[config.mk]
export PLATFORM = sky130hd
export DESIGN_NAME = trng_vn_extractor
export DESIGN_NICKNAME = d
export VERILOG_FILES = /design/src/rtl/trng_vn_extractor.sv
export SDC_FILE = /design/constraint.sdc
export NUM_CORES = 1
export LEC_CHECK = 0
export CORE_MARGIN = 4
export CORE_UTILIZATION = 46
export CTS_CLUSTER_SIZE = 24
export DETAILED_ROUTE_END_ITERATION = 7
export PLACE_DENSITY_LB_ADDON = 0.08
export SETUP_SLACK_MARGIN = 0.05
export SYNTH_ARGS = -nofsm -noshare
export SYNTH_HDL_FRONTEND = slang
export SYNTH_SLANG_ARGS = --single-unit
[constraint.sdc]
create_clock -name clk -period 2.2 [get_ports clk]
set_input_delay 0.44 -clock clk [delete_from_list [all_inputs] [get_ports clk]]
set_output_delay 0.44 -clock clk [all_outputs]
set_load 0.1 [all_outputs]
[src/rtl/trng_vn_extractor.sv]
// Von Neumann debiasing extractor for a biased ring-oscillator TRNG: pairs raw bits,
// packs extracted bits into words, buffers them in a FWFT FIFO and monitors bias.
// Optional repetition-count health test enabled by defining TRNG_HEALTH_EN.
module trng_vn_extractor #(
  parameter int unsigned BITWIDTH    = 8,
  parameter int unsigned FIFO_DEPTH  = 4,
  parameter int unsigned WINDOW_LOG2 = 8,
  parameter int unsigned REP_LIMIT   = 32
) (
  input  logic                   clk,
  input  logic                   rst,
  input  logic                   raw_bit,
  input  logic                   enable,
  output logic [BITWIDTH-1:0]    out_data,
  output logic                   out_valid,
  input  logic                   out_ready,
  output logic                   overflow,
  output logic [WINDOW_LOG2:0]   ones_count,
  output logic                   bias_valid,
  output logic                   health_fail
);

  localparam int unsigned PW  = $clog2(FIFO_DEPTH);
  localparam int unsigned CW  = PW + 1;
  localparam int unsigned BCW = $clog2(BITWIDTH);
  localparam int unsigned OW  = WINDOW_LOG2 + 1;

  if (FIFO_DEPTH < 2 || (FIFO_DEPTH & (FIFO_DEPTH - 1)) != 0) begin : g_bad_depth
    $error("FIFO_DEPTH must be a power of two >= 2");
  end
  if (BITWIDTH < 2 || REP_LIMIT < 2) begin : g_bad_width
    $error("BITWIDTH and REP_LIMIT must be >= 2");
  end

  // ---------------- pair phase FSM ----------------
  typedef enum logic {PH_FIRST, PH_SECOND} phase_t;
  phase_t phase, phase_next;
  logic   held_bit;
  logic   extract;
  logic   ext_bit;

  always_ff @(posedge clk) begin
    if (rst) begin
      phase    <= PH_FIRST;
      held_bit <= 1'b0;
    end else begin
      phase <= phase_next;
      if (enable && phase == PH_FIRST) held_bit <= raw_bit;
    end
  end

  // A differing pair yields its first bit: 01 -> 0, 10 -> 1.
  always_comb begin
    phase_next = phase;
    extract    = 1'b0;
    ext_bit    = held_bit;
    if (!enable) begin
      phase_next = PH_FIRST;
    end else begin
      case (phase)
        PH_FIRST:  phase_next = PH_SECOND;
        PH_SECOND: begin
          phase_next = PH_FIRST;
          extract    = (held_bit != raw_bit);
        end
        default:   phase_next = PH_FIRST;
      endcase
    end
  end

  // ---------------- word assembly ----------------
  logic [BITWIDTH-2:0] shreg;
  logic [BCW-1:0]      bit_cnt;
  logic [BITWIDTH-1:0] word;
  logic                word_last;
  logic                word_done;

  assign word      = {shreg, ext_bit};
  assign word_last = (bit_cnt == BCW'(BITWIDTH - 1));
  assign word_done = extract && word_last && !health_fail;

  always_ff @(posedge clk) begin
    if (rst || health_fail) begin
      shreg   <= '0;
      bit_cnt <= '0;
    end else if (extract) begin
      shreg   <= word[BITWIDTH-2:0];
      bit_cnt <= word_last ? '0 : bit_cnt + 1'b1;
    end
  end

  // ---------------- FWFT FIFO ----------------
  logic [BITWIDTH-1:0] mem [FIFO_DEPTH];
  logic [PW-1:0]       rd_ptr, wr_ptr;
  logic [CW-1:0]       count;
  logic [BITWIDTH-1:0] last_data;
  logic                full, pop, push;

  assign full      = (count == CW'(FIFO_DEPTH));
  assign out_valid = (count != '0);
  assign pop       = out_valid && out_ready;
  assign push      = word_done && (!full || pop);
  // When empty the last popped word is presented so out_data stays stable.
  assign out_data  = out_valid ? mem[rd_ptr] : last_data;

  always_ff @(posedge clk) begin
    if (push && !rst) mem[wr_ptr] <= word;
  end

  always_ff @(posedge clk) begin
    if (rst) begin
      rd_ptr    <= '0;
      wr_ptr    <= '0;
      count     <= '0;
      last_data <= '0;
      overflow  <= 1'b0;
    end else begin
      if (push) wr_ptr <= wr_ptr + 1'b1;
      if (pop) begin
        rd_ptr    <= rd_ptr + 1'b1;
        last_data <= mem[rd_ptr];
      end
      count <= count + CW'(push) - CW'(pop);
      if (word_done && full && !pop) overflow <= 1'b1;
    end
  end

  // ---------------- bias monitor ----------------
  logic [WINDOW_LOG2-1:0] samp_cnt;
  logic [WINDOW_LOG2:0]   acc;

  always_ff @(posedge clk) begin
    if (rst) begin
      samp_cnt   <= '0;
      acc        <= '0;
      ones_count <= '0;
      bias_valid <= 1'b0;
    end else begin
      bias_valid <= 1'b0;
      if (enable) begin
        samp_cnt <= samp_cnt + 1'b1;
        if (samp_cnt == '1) begin
          ones_count <= acc + OW'(raw_bit);
          acc        <= '0;
          bias_valid <= 1'b1;
        end else begin
          acc <= acc + OW'(raw_bit);
        end
      end
    end
  end

  // ---------------- repetition-count health test ----------------
`ifdef TRNG_HEALTH_EN
  localparam int unsigned RW = $clog2(REP_LIMIT + 1);
  logic [RW-1:0] run, run_next;
  logic          prev_bit, have_prev;

  always_comb begin
    run_next = RW'(1);
    if (have_prev && raw_bit == prev_bit)
      run_next = (run == RW'(REP_LIMIT)) ? run : run + 1'b1;
  end

  always_ff @(posedge clk) begin
    if (rst) begin
      run         <= '0;
      prev_bit    <= 1'b0;
      have_prev   <= 1'b0;
      health_fail <= 1'b0;
    end else if (enable) begin
      run       <= run_next;
      prev_bit  <= raw_bit;
      have_prev <= 1'b1;
      if (run_next == RW'(REP_LIMIT)) health_fail <= 1'b1;
    end
  end
`else
  assign health_fail = 1'b0;
`endif

endmodule

==> impl_metrics.json, run 1 <==
{
  "run_status": "finished, violations left",
  "violations": "negative setup slack",
  "tritoncts": "yes",
  "cp.required_ns": 1.76,
  "critical-path-top-cell-by-count": "sky130_fd_sc_hd__buf_12",
  "final.min_clock_period_ns": 2.295,
  "drc": 0,
  "critPathKind": "reg2out",
  "slowest_stage": "sky130_fd_sc_hd__mux4_2",
  "detail_routed_via_count_per_cell": 5.026,
  "critical_path.endpoint_type": "output port",
  "path_delay_family": "multiplexers",
  "area_growth_pct": 21.86,
  "ir_drop_mv": 0.5791,
  "total_leakage_power_nw": 1.656,
  "data_arrival_time_at_the_worst_slack_endpoint_ns": 1.86,
  "power.density_cell_area_nw_per_um2": 1255,
  "grt.overflow.total": 0,
  "post_cts_setup_buffer_count": 0,
  "final_max_slew_viol_count": 0,
  "synthTopCellsByCount": "sky130_fd_sc_hd__dfxtp_1, sky130_fd_sc_hd__nor2_1, sky130_fd_sc_hd__edfxtp_1",
  "share_of_the_clock_period_used_by_the_worst_path_pct": 104.3,
  "drive_above_1_share_pct": 25.69,
  "grt_util_overall_pct": 14.58,
  "mappedNetlistArea_sq_um": 3726,
  "setup.worst_path.start_class": "flip-flop",
  "synth_area_leader_cell": "sky130_fd_sc_hd__dfxtp_1",
  "placed_cell_area_sq_um": 4319,
  "hold_path_class": "reg2reg",
  "critPathMaxFanout": 8,
  "ys_top_cells_by_area": "sky130_fd_sc_hd__dfxtp_1, sky130_fd_sc_hd__edfxtp_1, sky130_fd_sc_hd__mux4_2",
  "drtAntennaViolNets": 0,
  "cp_num_buf_inv": 2,
  "place.detailed.hpwl_microns": 4553,
  "ys_dominant_reg_cell": "sky130_fd_sc_hd__dfxtp_1",
  "floorplan.rows": 32,
  "synth_top_area_share_pct": 30.62,
  "die_width_microns": 98,
  "hold_startpoint": "last_data[6]",
  "timing.final.ws_setup_ns": -0.09536,
  "cts_buffers": 9,
  "drt_first_iter_violations": 85,
  "first_pass_iters": 4,
  "fp.dieH_microns": 98,
  "setup-violations-final": 8,
  "max_cap_viol_count": 0,
  "grt_pass1_wl_microns": 11250,
  "cts.root.buffer_cell": "sky130_fd_sc_hd__clkbuf_8",
  "die_area_sq_um": 9604,
  "diodes": 0,
  "clock_sink_count": 89,
  "routed-via-count": 2332,
  "drt-total-wl_microns": 6506,
  "initial_core_utilization_pct": 47.72,
  "synth_cells": 313,
  "clock-skew-final_ns": 0.009572,
  "antenna_found_initial": 0,
  "synthesis.yosys.warnings": 0,
  "yosysSeqAreaShare_pct": 56.41,
  "overall_power_mw": 5.700,
  "cp.depth": 4,
  "beginning_of_the_worst_register_to_register_path": "count[1]",
  "crit_path_cell_trace": "buf_12 -> mux4_2 -> mux2_4 -> buf_12",
  "async_reset_ff_share_pct": 0,
  "final_net_count": 373,
  "clk_transition_reported_paths_ns": 0.09,
  "synth_nets": 329,
  "crit_path_max_incr_delay_ns": 0.55,
  "gpl.final_weighted_congestion": 0.7393,
  "fp.coreArea_sq_um": 7807,
  "finalNonFillerCells": 464,
  "cell_with_the_most_instances_after_synthesis": "sky130_fd_sc_hd__dfxtp_1",
  "grt_setup_unrepaired": "yes",
  "postSynthRegisterBits": 89,
  "floorplan.io_pins": 26,
  "dp_cells": 448,
  "placement.setup.worst_slack_ns": -0.4162,
  "final_cell_area_sq_um": 4541,
  "htreeDepth": 3,
  "min_delay_path_depth": 2,
  "reg2reg_depth": 8,
  "synth_cell_types": 48,
  "clockBufferDepth": 2,
  "edff_count_synth": 32,
  "drt-wirelength-per-cell_microns": 14.02,
  "largest_net_degree_at_the_start_of_global_routing": 45,
  "clock.fmax_mhz": 435.7,
  "fillerInstances": 643,
  "syn_area_per_cell_sq_um": 11.90,
  "grt_pass1_vias": 2233,
  "hold_viol": 0,
  "io_buffer_count": 24,
  "clkLatencyLatePin_ns": 0.35
}
==> metrics by stage <==
stage	util [%]	setup TNS [ns]	hold slack, ns
floorplan	-	0	0.4338
global placement	55.32	-8.296	0.4395
detailed placement	55.32	-8.841	0.4468
CTS	58.09	-0.7416	0.4609
global route	58.16	-1.153	0.4874
finish	58.16	-0.5365	0.4592
==> worst register-to-register path, stage by stage, from the launching register on <==
cell and delay, ns:
sky130_fd_sc_hd__dfxtp_1 0.32, sky130_fd_sc_hd__or4b_4 0.56, sky130_fd_sc_hd__nand4_4 0.11, sky130_fd_sc_hd__xnor2_1 0.07
sky130_fd_sc_hd__ha_2 0.18, sky130_fd_sc_hd__fa_2 0.37, sky130_fd_sc_hd__xnor2_2 0.15, sky130_fd_sc_hd__xnor2_1 0.13
sky130_fd_sc_hd__nor2_1 0.05
==> layout by cell type (no fill, tap or decap), drive strengths merged, types with 3 or more instances in the layout <==
cell type,n
a211oi,6
a21oi,12
and2,6
buf,46
clkbuf,9
clkinvlp,3
dfxtp,57
edfxtp,32
ha,10
inv,12
mux2,8
mux2i,14
mux4,8
nand2,21
nand2b,6
nand3,10
nand4,4
nor2,39
nor2b,4
o21ai,3
o32ai,4
xnor2,13
xor2,6
==> flip-flops by register name, summed over array words and instances (netlist names), named ones only <==
register / count
rd_ptr: 2
bias_valid: 1
last_data: 8
samp_cnt: 8
bit_cnt: 3
wr_ptr: 2
acc: 9
phase: 1
ext_bit: 1
count: 3
overflow: 1
shreg: 7
mem: 32
ones_count: 9
==> where the power goes <==
group          internal (mW)  total [mW]  switching [mW]
logic                   1.16        2.82            1.66
registers               1.80        1.88          0.0738
clock network          0.418        1.00           0.585
total                   3.38        5.70            2.32
==> area by class of cell <==
class | count | area, sq um | share of cell area [%]
Clock inverter | 7 | 52.55 | 1.157
Tap cell | 102 | 127.6 | 2.811
Multi-Input combinational cell | 199 | 1548 | 34.09
Inverter | 9 | 33.78 | 0.7440
Clock buffer | 9 | 123.9 | 2.728
Timing Repair Buffer | 49 | 549.3 | 12.10
Sequential cell | 89 | 2106 | 46.38
==> path summary, 6_finish.rpt <==
check	to	slack, ns
max	out_data[5]	-0.1
min	last_data[6]	0.46
max reg2reg	count[2]	0.15
min reg2reg	last_data[6]	0.46
==> cells by family (layout without fill, tap and decap cells) <==
logic type / Yosys count / in the layout / synth area share, %
buffers and inverters: 25 / 74 / 3.190
AO/OA/AOI/OAI: 34 / 34 / 6.145
adder cells (fa/ha/maj): 11 / 11 / 3.895
multiplexers: 30 / 30 / 11.01
other: 1 / 1 / 0.1006
flip-flops: 89 / 89 / 56.41
XOR/XNOR: 19 / 19 / 4.466
AND/OR/NAND/NOR: 104 / 104 / 14.78
==> layer usage <==
| layer | share of wire [%] | GRT usage (%) |
|---|---|---|
| met5 | 0 | 0 |
| met4 | 1.1 | 4.792 |
| met3 | 3.3 | 3.786 |
| met2 | 44 | 20.52 |
| met1 | 52 | 21.80 |
==> timing repair <==
action	4_1_cts	5_1_grt
setup endpoints to repair	9	41
resized for setup	12	3
pin swaps	4	3
hold endpoints to repair	0	0
hold buffers	0	0
Note: power is estimated with default switching activity, not from simulation.
==> run 2: changes to the inputs <==
--- a/config.mk
+++ b/config.mk
@@ -5,7 +5,7 @@
 export SDC_FILE = /design/constraint.sdc
 export NUM_CORES = 1
 export LEC_CHECK = 0
-export CORE_MARGIN = 4
+export CORE_MARGIN = 5
 export CORE_UTILIZATION = 46
 export CTS_CLUSTER_SIZE = 24
 export DETAILED_ROUTE_END_ITERATION = 7
==> run 2 against run 1 <==
  * Clock skew fell by 0.0031 ns
  * Power grew 4.2%
  * Die area rose by 4.1%
  * Sequential power about the same
  * Register-to-register slack got worse by 0.04 ns
  * The run still ends with negative setup slack left
  * Clock-buffer cell count is the same
  * Worst setup slack improved by 0.018 ns
==> impl_metrics.json, run 2 (synthesis gave the netlist of run 1 again) <==
{
  "run_status": "finished, violations left",
  "violations": "negative setup slack",
  "grt_pass1_vias": 2238,
  "clock.fmax_mhz": 439.1,
  "initial_core_utilization_pct": 47.72,
  "largest_register_ffs": 32,
  "post-route-util_pct": 57.80,
  "min_delay_path_depth": 2,
  "p_comb_share_pct": 47.6,
  "finalNonFillerCells": 457,
  "fin_worst_hold_slack_ns": 0.4591,
  "drt-wirelength-per-cell_microns": 14.44,
  "fp.coreArea_sq_um": 7807,
  "power_frac_clock_pct": 20.8,
  "die_width_microns": 100,
  "gpl.final_weighted_congestion": 0.7285,
  "die_area_sq_um": 10000,
  "share_of_the_clock_period_used_by_the_worst_path_pct": 103.5,
  "switchingPower_mw": 2.329,
  "io_buffer_count": 24,
  "routed-via-count": 2333,
  "biggestRegsByFlops": "mem: 32 flops, acc: 9 flops, ones_count: 9 flops",
  "largest_net_degree_at_the_start_of_global_routing": 62,
  "hold_path_class": "reg2reg",
  "clk_transition_reported_paths_ns": 0.09,
  "setup.worst_path.start_class": "flip-flop",
  "placement.setup.worst_slack_ns": -0.4958,
  "max_cap_viol_count": 0,
  "slowest_stage": "sky130_fd_sc_hd__mux4_2",
  "setup-violations-final": 8,
  "dp_cells": 441,
  "final_max_slew_viol_count": 0,
  "drt_first_iter_violations": 67,
  "cts_buffers": 9,
  "drc": 0,
  "total_leakage_power_nw": 1.647,
  "grt_setup_unrepaired": "yes",
  "clock-skew-final_ns": 0.006449,
  "drt-total-wl_microns": 6601,
  "cts.root.buffer_cell": "sky130_fd_sc_hd__clkbuf_8",
  "postCtsHoldBufs": 0,
  "clkLatencyLatePin_ns": 0.35,
  "power.density_cell_area_nw_per_um2": 1316,
  "crit_path_cell_trace": "buf_12 -> mux4_2 -> mux2_4 -> buf_12",
  "internal-power_mw": 3.611,
  "hold_viol": 0,
  "switching_share_pct": 39.21,
  "critPathMaxFanout": 8,
  "first_pass_iters": 4,
  "seq_power_share_pct": 31.6,
  "cp.required_ns": 1.76,
  "fillerInstances": 652,
  "final_net_count": 366,
  "grt_util_overall_pct": 14.30,
  "floorplan.io_pins": 26,
  "final_cell_mix": "sky130_fd_sc_hd__dfxtp_1, sky130_fd_sc_hd__nor2_1, sky130_fd_sc_hd__edfxtp_1, sky130_fd_sc_hd__buf_4, sky130_fd_sc_hd__nand2_1",
  "critical-path-top-cell-by-count": "sky130_fd_sc_hd__buf_12",
  "floorplan.rows": 32,
  "clockBufferDepth": 2,
  "critPathKind": "reg2out",
  "clock_sink_count": 89,
  "timing.final.ws_setup_ns": -0.07748,
  "tritoncts": "yes",
  "largest_register": "mem",
  "diodes": 0,
  "crit_path_max_incr_delay_ns": 0.54,
  "place.detailed.hpwl_microns": 4553,
  "grt.overflow.total": 0,
  "drtAntennaViolNets": 0,
  "data_arrival_time_at_the_worst_slack_endpoint_ns": 1.84,
  "antenna_found_initial": 0,
  "drive_above_1_share_pct": 26.20,
  "ir_drop_mv": 0.8701,
  "detail_routed_via_count_per_cell": 5.105,
  "reg2reg_depth": 8,
  "fp.dieH_microns": 100,
  "critical_path.endpoint_type": "output port",
  "htreeDepth": 3,
  "layout.cells.most_common": "sky130_fd_sc_hd__dfxtp_1",
  "area_growth_pct": 21.12,
  "grt_pass1_wl_microns": 11140,
  "final.min_clock_period_ns": 2.277
}
## run 2: changes by cell type in the layout (fill, tap and decap cells not counted), moves of 2 or more
cell and delta:
sky130_fd_sc_hd__and2_1 -3, sky130_fd_sc_hd__and2_2 +3, sky130_fd_sc_hd__buf_12 -3, sky130_fd_sc_hd__buf_4 -4, sky130_fd_sc_hd__bufinv_16 +2, sky130_fd_sc_hd__clkinvlp_4 -3
## run 2: per-layer routing
layer  vias up  routed length (microns)  track usage (%)
li1       1183                        -                -
met1      1104                     3439            20.94
met2        38                     2765            20.42
met3         8                      295            3.405
met4         0                      100            5.596
met5         -                        0                0
## run 2: power by group through the flow
stage / Sequential, mW / Combinational (mW) / Clock [mW]
floorplan: 1.88 / 1.81 / 0
global placement: 1.90 / 2.68 / 0
detailed placement: 1.90 / 2.69 / 0
CTS: 1.87 / 2.84 / 1.27
global route: 1.89 / 2.93 / 1.34
finish: 1.88 / 2.82 / 1.24
## run 2: cell type report
class                      count  area, sq um  share of cell area [%]
multi-input combinational    199         1564                   34.65
timing repair buffer          42        456.7                   10.12
clock inverter                 7        100.1                   2.218
clock buffer                   9        123.9                   2.745
sequential                    89         2107                   46.69
inverter                       9        33.78                  0.7485
tap                          102        127.6                   2.828
## run 2: worst paths after layout
check / startpoint / to / slack, ns
hold reg to reg: last_data[0] / last_data[0] / 0.46
setup / recovery: flip-flop / out_data[6] / -0.08
setup reg to reg: count[1] / count[2] / 0.11
hold / removal: last_data[0] / last_data[0] / 0.46
## run 2: worst max-delay path, delay by kind of cell (launching register included)
family,cells,cell delay (ns)
buf+inv,2,0.30
flops,1,0.35
mux,2,0.83
## run 2: what timing repair did
item / CTS / global route
gates resized for setup: 14 / 8
pin swaps: 2 / 3
buffers inserted: 0 / 0
setup endpoints to repair: 42 / 33
## run 2: metrics by stage
step	TNS [ns]	power, mW	cell area, sq um
floorplan	0	3.696	3729
global placement	-11.51	4.576	4229
detailed placement	-14.09	4.600	4229
CTS	-0.6431	5.988	4496
global route	-1.104	6.170	4513
finish	-0.4486	5.940	4513
